`config.mk`:
```
export PLATFORM = sky130hd
export DESIGN_NAME = stream_burst_reader
export DESIGN_NICKNAME = d
export VERILOG_FILES = /design/src/rtl/stream_burst_pkg.sv /design/src/rtl/stream_out_reg.sv /design/src/rtl/stream_burst_reader.sv
export SDC_FILE = /design/constraint.sdc
export NUM_CORES = 1
export LEC_CHECK = 0
export CORE_AREA = 4 4 205 207
export DETAILED_ROUTE_END_ITERATION = 8
export DIE_AREA = 0 0 209 211
export PLACE_DENSITY = 0.71
export SLEW_MARGIN = 20
export SYNTH_ARGS = -nofsm -noshare
export SYNTH_HDL_FRONTEND = slang
export SYNTH_SLANG_ARGS = --single-unit
```
`constraint.sdc`:
```
create_clock -name ap_clk -period 2.05 [get_ports ap_clk]
set_clock_uncertainty 0.15 [all_clocks]
set_input_delay 0.41 -clock ap_clk [delete_from_list [all_inputs] [get_ports ap_clk]]
set_output_delay 0.41 -clock ap_clk [all_outputs]
set_load 0.005 [all_outputs]
```
`src/rtl/stream_burst_pkg.sv`:
```
// Shared types and sizing helpers for the stream burst reader.
// Used by stream_burst_reader and stream_out_reg.
package stream_burst_pkg;

  // Reader states: waiting for a start condition, moving beats, draining the final beat.
  typedef enum logic [1:0] {
    IDLE      = 2'd0,
    BURST     = 2'd1,
    BURST_END = 2'd2
  } state_t;

  localparam int BURST_LEN_DEFAULT = 16;
  localparam int TIMEOUT_DEFAULT   = 1024;

  // Bits needed to hold values 0..max_value (at least one bit).
  function automatic int width_for(input int max_value);
    return (max_value < 1) ? 1 : $clog2(max_value + 1);
  endfunction

  // Widths for the default configuration; the top recomputes them from its own parameters.
  localparam int REM_W   = width_for(BURST_LEN_DEFAULT);
  localparam int TIMER_W = width_for(TIMEOUT_DEFAULT);

endpackage

```
`src/rtl/stream_out_reg.sv`:
```
// One-entry AXI-Stream output register (data, valid, last).
// can_load tells the producer a new beat may be written this cycle: the slot is
// empty or its current beat is being accepted, so a load replaces it without loss.
module stream_out_reg #(
  parameter int WIDTH = 256
) (
  input  logic             clk,
  input  logic             rst_n,
  input  logic             load,
  input  logic [WIDTH-1:0] load_data,
  input  logic             load_last,
  input  logic             ready,
  output logic             can_load,
  output logic [WIDTH-1:0] data,
  output logic             valid,
  output logic             last
);

  assign can_load = !valid || ready;

  // Hold the beat until accepted; a load in the acceptance cycle overwrites it.
  always_ff @(posedge clk or negedge rst_n) begin
    if (!rst_n) begin
      data  <= '0;
      valid <= 1'b0;
      last  <= 1'b0;
    end else if (load) begin
      data  <= load_data;
      valid <= 1'b1;
      last  <= load_last;
    end else if (valid && ready) begin
      valid <= 1'b0;
      last  <= 1'b0;
    end
  end

endmodule

```
`src/rtl/stream_burst_reader.sv`:
```
// Burst reader: drains an upstream FIFO stream in bursts of up to BURST_LEN beats.
// A burst starts when BURST_LEN words are buffered, on flush, or after an idle
// timeout with a partial fill. The last beat of each burst carries TLAST.
// Optional macro STREAM_BURST_READER_STATS_EN adds burst_cnt / partial_cnt outputs.
//
// Handshake: a beat moves on a channel in any cycle where TVALID && TREADY are both
// high at the rising edge. The output side holds TDATA/TLAST stable while TVALID is
// high and TREADY is low, and TVALID never depends combinationally on TREADY.
module stream_burst_reader
  import stream_burst_pkg::*;
#(
  parameter int WIDTH     = 256,
  parameter int COUNT_W   = 14,
  parameter int BURST_LEN = BURST_LEN_DEFAULT,
  parameter int TIMEOUT   = TIMEOUT_DEFAULT
) (
  input  logic               ap_clk,
  input  logic               ap_rst_n,
  input  logic [COUNT_W-1:0] fifo_count,
  input  logic               flush,
  input  logic [WIDTH-1:0]   in0_V_V_TDATA,
  input  logic               in0_V_V_TVALID,
  output logic               in0_V_V_TREADY,
  output logic [WIDTH-1:0]   out_V_V_TDATA,
  output logic               out_V_V_TVALID,
  input  logic               out_V_V_TREADY,
  output logic               out_V_V_TLAST,
`ifdef STREAM_BURST_READER_STATS_EN
  output logic [31:0]        burst_cnt,
  output logic [31:0]        partial_cnt,
`endif
  output state_t             dbg_state
);

  localparam int REM_BITS   = width_for(BURST_LEN);
  localparam int TIMER_BITS = width_for(TIMEOUT);

  localparam logic [COUNT_W-1:0]    BURST_LEN_CNT = COUNT_W'(BURST_LEN);
  localparam logic [REM_BITS-1:0]   BURST_LEN_REM = REM_BITS'(BURST_LEN);
  localparam logic [REM_BITS-1:0]   REM_ONE       = REM_BITS'(1);
  localparam logic [TIMER_BITS-1:0] TIMEOUT_VAL   = TIMER_BITS'(TIMEOUT);
  localparam logic [TIMER_BITS-1:0] TIMER_ONE     = TIMER_BITS'(1);
  localparam bit                    TIMEOUT_EN    = (TIMEOUT != 0);

  state_t                state_q, state_d;
  logic [TIMER_BITS-1:0] timer_q, timer_d;
  logic [REM_BITS-1:0]   remaining_q, remaining_d;

  logic count_full;
  logic count_zero;
  logic timer_hit;
  logic in_ready;
  logic load;
  logic load_last;
  logic can_load;
  logic burst_start;

  assign count_full = (fifo_count >= BURST_LEN_CNT);
  assign count_zero = (fifo_count == '0);
  assign timer_hit  = TIMEOUT_EN && (timer_q == TIMEOUT_VAL);

  assign in0_V_V_TREADY = in_ready;
  assign dbg_state      = state_q;

  // State, idle timer and beats-left counter.
  always_ff @(posedge ap_clk or negedge ap_rst_n) begin
    if (!ap_rst_n) begin
      state_q     <= IDLE;
      timer_q     <= '0;
      remaining_q <= '0;
    end else begin
      state_q     <= state_d;
      timer_q     <= timer_d;
      remaining_q <= remaining_d;
    end
  end

  // Next-state logic: burst start decision, beat transfer and end-of-burst drain.
  always_comb begin
    state_d     = state_q;
    timer_d     = timer_q;
    remaining_d = remaining_q;
    in_ready    = 1'b0;
    load        = 1'b0;
    load_last   = 1'b0;
    burst_start = 1'b0;
    case (state_q)
      IDLE: begin
        // The count cannot fall while idle (sole reader), so latching it is safe.
        if (count_full || (flush && !count_zero) || (timer_hit && !count_zero)) begin
          state_d     = BURST;
          timer_d     = '0;
          remaining_d = count_full ? BURST_LEN_REM : REM_BITS'(fifo_count);
          burst_start = 1'b1;
        end else if (count_zero) begin
          timer_d = '0;
        end else if (timer_q != TIMEOUT_VAL) begin
          timer_d = timer_q + TIMER_ONE;
        end
      end
      BURST: begin
        // Wait indefinitely for input; a burst is never aborted.
        in_ready = (remaining_q != '0) && can_load;
        if (in0_V_V_TVALID && in_ready) begin
          load        = 1'b1;
          remaining_d = remaining_q - REM_ONE;
          if (remaining_q == REM_ONE) begin
            load_last = 1'b1;
            state_d   = BURST_END;
          end
        end
      end
      BURST_END: begin
        if (out_V_V_TVALID && out_V_V_TREADY) begin
          state_d = IDLE;
        end
      end
      default: begin
        state_d = IDLE;
      end
    endcase
  end

  stream_out_reg #(
    .WIDTH (WIDTH)
  ) u_out_reg (
    .clk       (ap_clk),
    .rst_n     (ap_rst_n),
    .load      (load),
    .load_data (in0_V_V_TDATA),
    .load_last (load_last),
    .ready     (out_V_V_TREADY),
    .can_load  (can_load),
    .data      (out_V_V_TDATA),
    .valid     (out_V_V_TVALID),
    .last      (out_V_V_TLAST)
  );

`ifdef STREAM_BURST_READER_STATS_EN
  logic [REM_BITS-1:0] burst_len_q;
  logic                last_accept;

  assign last_accept = out_V_V_TVALID && out_V_V_TREADY && out_V_V_TLAST;

  // Remember the length of the current burst to classify it at its TLAST handshake.
  always_ff @(posedge ap_clk or negedge ap_rst_n) begin
    if (!ap_rst_n) begin
      burst_len_q <= '0;
    end else if (burst_start) begin
      burst_len_q <= remaining_d;
    end
  end

  // Completed-burst and short-burst counters, wrapping modulo 2**32.
  always_ff @(posedge ap_clk or negedge ap_rst_n) begin
    if (!ap_rst_n) begin
      burst_cnt   <= '0;
      partial_cnt <= '0;
    end else if (last_accept) begin
      burst_cnt <= burst_cnt + 32'd1;
      if (burst_len_q != BURST_LEN_REM) begin
        partial_cnt <= partial_cnt + 32'd1;
      end
    end
  end
`endif

endmodule

```
Yosys cells after proc, flatten, opt, wreduce, memory -nomap -nowiden
Cells that the tools add are included.
W data, S select, Z words.

word-level totals
  input port bits = 275
  bits in read-only memories = 0
  latch bits = 0
  RAM bits = 0
  word-level logic and storage cells = 58
  output and inout port bits = 261
  register bits = 276
  memories kept = 0

cells by class
  $add $sub $neg = 2
  multiplexer cells = 21
  reduce and logical (&&, ||, !) cells = 19
  shift operators = 0
  order comparisons = 1
  div/mod/pow operators = 0
  equal/unequal tests = 9
  multipliers = 0
  bitwise operators = 0

operators with widths
  cell                     count
  $mux W11                 3
  $mux W5                  3
  $ge A14 B5 Y1 const B    1
  $logic_not A14 Y1        1
  $add A11 B1 Y11 const B  1
  $eq A11 B11 Y1 const B   1
  $ne A11 B11 Y1 const B   1
  $pmux W5 S2              1
  $mux W1                  9
  $mux W2                  4
  $ne A2 B2 Y1 const B     4
  $pmux W2 S3              1
  $eq A5 B1 Y1 const B     1
  $logic_and A1 B1 Y1      5
  $reduce_bool A5 Y1       1
  $sub A5 B1 Y5 const B    1
  $reduce_and A4 Y1        1
  $reduce_bool A2 Y1       2
  $logic_or A1 B1 Y1       3
  $reduce_and A3 Y1        1
  $reduce_bool A3 Y1       1
  $eq A2 B1 Y1 const B     1
  $eq A2 B2 Y1 const B     1
  $logic_not A1 Y1         2
  2 further kinds          2

Depth between registers and ports, before layout
  depth in word-level cells = 7
  gate-level depth with buffers = 9
  gate-level depth less buffers = 6

By module
From an unflattened synthesis, not the netlist that was laid out.

second synthesis, totals
  cell total of the unflattened synthesis = 672
  area total of the unflattened synthesis = 11556.1 um^2

modules (own cells, without submodules)
  module               area each (um^2)  seq. area each (um^2)  times used  cells an instance
  stream_out_reg       10422.5           6456.2                 1           548
  stream_burst_reader  1133.6            450.4                  1           124

Worst setup path after synthesis
OpenSTA, ideal clock, no wires.

  path type = flip-flop to flip-flop
  start = register remaining_q[0]
  end = register u_out_reg.data[100]
  clock period less this slack = 2091 ps
  library setup time = 125 ps
  cell stages (with the launch flop) = 9
  arrival = 1816 ps
  path slack = -41 ps
  required time = 1775 ps
  cell sequence = dfrtp_1 > inv_1 > ha_1 > nand2_1 > or3b_1 > buf_6 > buf_8 > buf_8 > mux2_4

between the ends
  longest elaborated chain between the ends = 5

RTL lines
  item                    RTL line                    source
  from (decl)             stream_burst_reader.sv:47   logic [REM_BITS-1:0] remaining_q, remaining_d;
  from (signal assigned)  stream_burst_reader.sv:74   remaining_q <= remaining_d;
  $reduce_bool A5 Y1      stream_burst_reader.sv:103  in_ready = (remaining_q != '0) && can_load;
  $logic_and A1 B1 Y1     stream_burst_reader.sv:103
  $logic_and A1 B1 Y1     stream_burst_reader.sv:104  if (in0_V_V_TVALID && in_ready) begin
  $mux W1                 stream_burst_reader.sv:104
  $mux W1                 stream_burst_reader.sv:87   case (state_q)
  to (signal assigned)    stream_out_reg.sv:28        data <= load_data;
  to (decl)               stream_out_reg.sv:14        output logic [WIDTH-1:0] data,

Every way passes these cells.
A chain may end at the register's enable or synchronous reset.

Final worst setup path
  start = register remaining_q[1]
  end = register u_out_reg.data[246]

Same word-level chain as after synthesis.

==> results.sh <==
export IMPL_maxCapViolations=0
export IMPL_cts_tree="done"
export IMPL_gp_congestion=0.850
export IMPL_io_pins=536
export IMPL_yosys_warnings=0
export IMPL_synth_cells=678
export IMPL_slew_violations=0
export IMPL_grtUsageTotal=0.156
export IMPL_final_setup_worst_slack_ns=-0.146
export IMPL_std_cell_rows=74
export IMPL_crit_path_frequent_cell="buf_6"
export IMPL_netlist_area_um2=11700
export IMPL_seq_area_frac_synth=0.592
export IMPL_ant_nets=0
export IMPL_h_tree_depth=1
export IMPL_first_global_vias=9084
export IMPL_coreArea_um2=40400
export IMPL_antennaDiodeCount=0
export IMPL_post_route_period_util=1.07
export IMPL_initial_utilization=0.289
export IMPL_clk_latency_ns=0.55
export IMPL_min_period_ns=2.20
export IMPL_hold_path_class="input port to async pin"
export IMPL_placed_area_um2=18100
export IMPL_wl_per_cell_um=20.2
export IMPL_cts_buffer_depth=3
export IMPL_endpoint_kind="flip-flop"
export IMPL_cp_arrival_ns=2.48
export IMPL_worstRegToRegCells=9
export IMPL_rsz0062_at_grt="yes"
export IMPL_failed_checks="negative setup slack"
export IMPL_avgSynthCellArea_um2=17.2
export IMPL_ys_seq_elements=276
export IMPL_cpPeakStageDelay_ns=0.43
export IMPL_power_density_nw_per_um2=1030
export IMPL_tns_ns=-14.16
export IMPL_firstDrtPassIters=4
export IMPL_die_y_um=211
export IMPL_critPathRequiredTime_ns=2.33
export IMPL_die_w_um=209
export IMPL_port_buffers=535
export IMPL_path_max_fanout=4
export IMPL_r2r_end="u_out_reg.data[246]"
export IMPL_final_common_cell="clkdlybuf4s50_1"
export IMPL_routed_via_count=8447
export IMPL_antenna_found_initial=1
export IMPL_worst_pin_slew_ns=0.455
export IMPL_cts_root_buf="clkbuf_16"
export IMPL_grt_max_degree=84
export IMPL_grt_pass1_wl_mm=54.9
export IMPL_crit_chain="inv_2 > ha_4 > nand2_2 > or3b_4 > buf_12 > buf_6 > clkbuf_16 > buf_6 > mux2_4"
export IMPL_drc_errors=0
export IMPL_drive_gt1_frac=0.338
export IMPL_cpMaxStageDelayCell="or3b_4"
export IMPL_final_cell_mix="398 x clkdlybuf4s50_1, 273 x dfrtp_1, 208 x mux2_4"
export IMPL_drt_iter0_markers=330
export IMPL_critical_path_class="flip-flop to flip-flop"
export IMPL_area_delta_synth_final_pct=73.0
export IMPL_hold_viol_final=0
export IMPL_cts_sinks=276
export IMPL_p_leak_nw=9.69
export IMPL_fin_area_um2=20200
export IMPL_reg2reg_slack_ns=-0.15
export IMPL_place_hpwl_mm=27.6
export IMPL_syn_nets=958
export IMPL_r2r_start="remaining_q[1]"
export IMPL_dieArea_um2=44100
export IMPL_clk_pin_slew_ns=0.06
export IMPL_grt_overflow=0
export IMPL_max_slew_margin=0.697
export IMPL_final_nets=1635
export IMPL_num_fill_cells=3426
export IMPL_routed_via_density=4.43
export IMPL_crit_path_start_kind="flip-flop"
export IMPL_synth_cell_types=43
export IMPL_outcome="finished with violations"
export IMPL_ir_drop_mv=0.726
export IMPL_max_freq_mhz=455
export IMPL_setup_viol=236
export IMPL_cts_buffers=30
export IMPL_drt_total_wl_mm=38.5
## registers in the layout, indices dropped and copies added, names as in the netlist
| signal | flops |
|---|---|
| dbg_state | 2 |
| remaining_q | 5 |
| timer_q | 11 |
| u_out_reg.data | 256 |
| u_out_reg.last | 1 |
| u_out_reg.valid | 1 |
## critical path: cells and delay by family (launching register included)
kind          cells  cell delay, ns
buf+inv           5            0.63
simple gates      2            0.50
fa+ha+maj         1            0.16
flops             1            0.36
mux               1            0.28
## cells in the mapped netlist (all sizes together)
| library cell | number | area (µm²) |
|---|---|---|
| buf | 31 | 369 |
| clkbuf | 1 | 3.75 |
| and3b | 1 | 8.76 |
| a211oi | 2 | 15.0 |
| o2bb2ai | 2 | 17.5 |
| ha | 5 | 62.6 |
| or2 | 2 | 12.5 |
| a41oi | 1 | 8.76 |
| nand3 | 10 | 50.1 |
| nor3b | 2 | 15.0 |
| mux2i | 1 | 10.0 |
| or3b | 1 | 8.76 |
| nor2 | 8 | 30.0 |
| a22o | 2 | 17.5 |
| nand2 | 12 | 47.6 |
| or4 | 2 | 15.0 |
| and2 | 2 | 12.5 |
| dfrtp | 276 | 6910 |
| nand2b | 1 | 6.26 |
| inv | 6 | 22.5 |
| o21ai | 16 | 80.1 |
| a21oi | 4 | 23.8 |
| a41o | 1 | 10.0 |
| o31ai | 3 | 22.5 |
| nor3 | 9 | 45.0 |
| and3 | 4 | 25.0 |
| nor4 | 5 | 43.8 |
| a211o | 1 | 8.76 |
| or3 | 2 | 17.5 |
| mux2 | 258 | 3690 |
| nand4 | 4 | 31.3 |
| a21o | 1 | 7.51 |
| xnor2 | 2 | 17.5 |
## power by group
part | leakage [nW] | switching, mW | internal (mW)
clock network | 0.466 | 2.21 | 3.02
logic | 5.99 | 2.43 | 5.29
registers | 3.23 | 0.887 | 6.89
total | 9.69 | 5.53 | 15.2
## cell type report
cell class                 count  area [µm²]  share of cell area
clock buffer                  43         861              0.0427
clock inverter                10        77.6             0.00385
inverter                       6        22.5             0.00112
multi-input combinational    364        4400               0.218
sequential                   276        6910               0.343
tap                          532         666              0.0330
timing repair buffer         677        7230               0.358
## metal layers
metal,share of wire,global-route usage
met1,0.40,0.193
met2,0.50,0.269
met3,0.077,0.0514
met4,0.022,0.0349
met5,0.00034,0
## worst max path at each step
| stage | depth (start not counted) | startpoint | to | slack [ns] |
|---|---|---|---|---|
| floorplan | 8 | remaining_q[0] | u_out_reg.data[100] | -0.003 |
| global placement | 7 | out_V_V_TREADY | u_out_reg.data[52] | -0.43 |
| detailed placement | 7 | out_V_V_TREADY | u_out_reg.data[86] | -0.44 |
| CTS | 4 | remaining_q[3] | in0_V_V_TREADY | -0.16 |
| global route | 4 | remaining_q[2] | in0_V_V_TREADY | -0.20 |
| finish | 9 | remaining_q[1] | u_out_reg.data[246] | -0.15 |
## metrics by stage
step / total power, mW / util / hold slack (ns) / setup slack, ns / instances
after floorplan: 10.7 / - / -0.0356 / -0.00301 / 678
after global placement: 15.0 / 0.448 / 0.112 / -0.430 / 1796
after detailed placement: 15.1 / 0.448 / 0.116 / -0.437 / 1796
after CTS: 20.5 / 0.477 / 0.0921 / -0.161 / 1870
after global routing: 21.7 / 0.500 / 0.129 / -0.204 / 1908
final: 20.7 / 0.500 / 0.130 / -0.146 / 1908
## cells by family (layout without fill, tap and decap cells)
logic type,Yosys count,count (layout),share of synthesized area
flops,276,276,0.592
mux,259,259,0.317
simple gates,65,65,0.0317
buf+inv,38,736,0.0339
compound gates,33,33,0.0181
fa+ha+maj,5,5,0.00537
xor+xnor,2,2,0.00150
## timing repair
item / CTS / global route
gates cloned: 4 / 17
endpoints found under the setup margin: 243 / 326
endpoints found under the hold margin: 187 / 0
setup buffers: 16 / 22
hold buffers: 1 / 0
resized for setup: 110 / 109
pin swaps: 7 / 9
(Power assumes the default switching activity.)
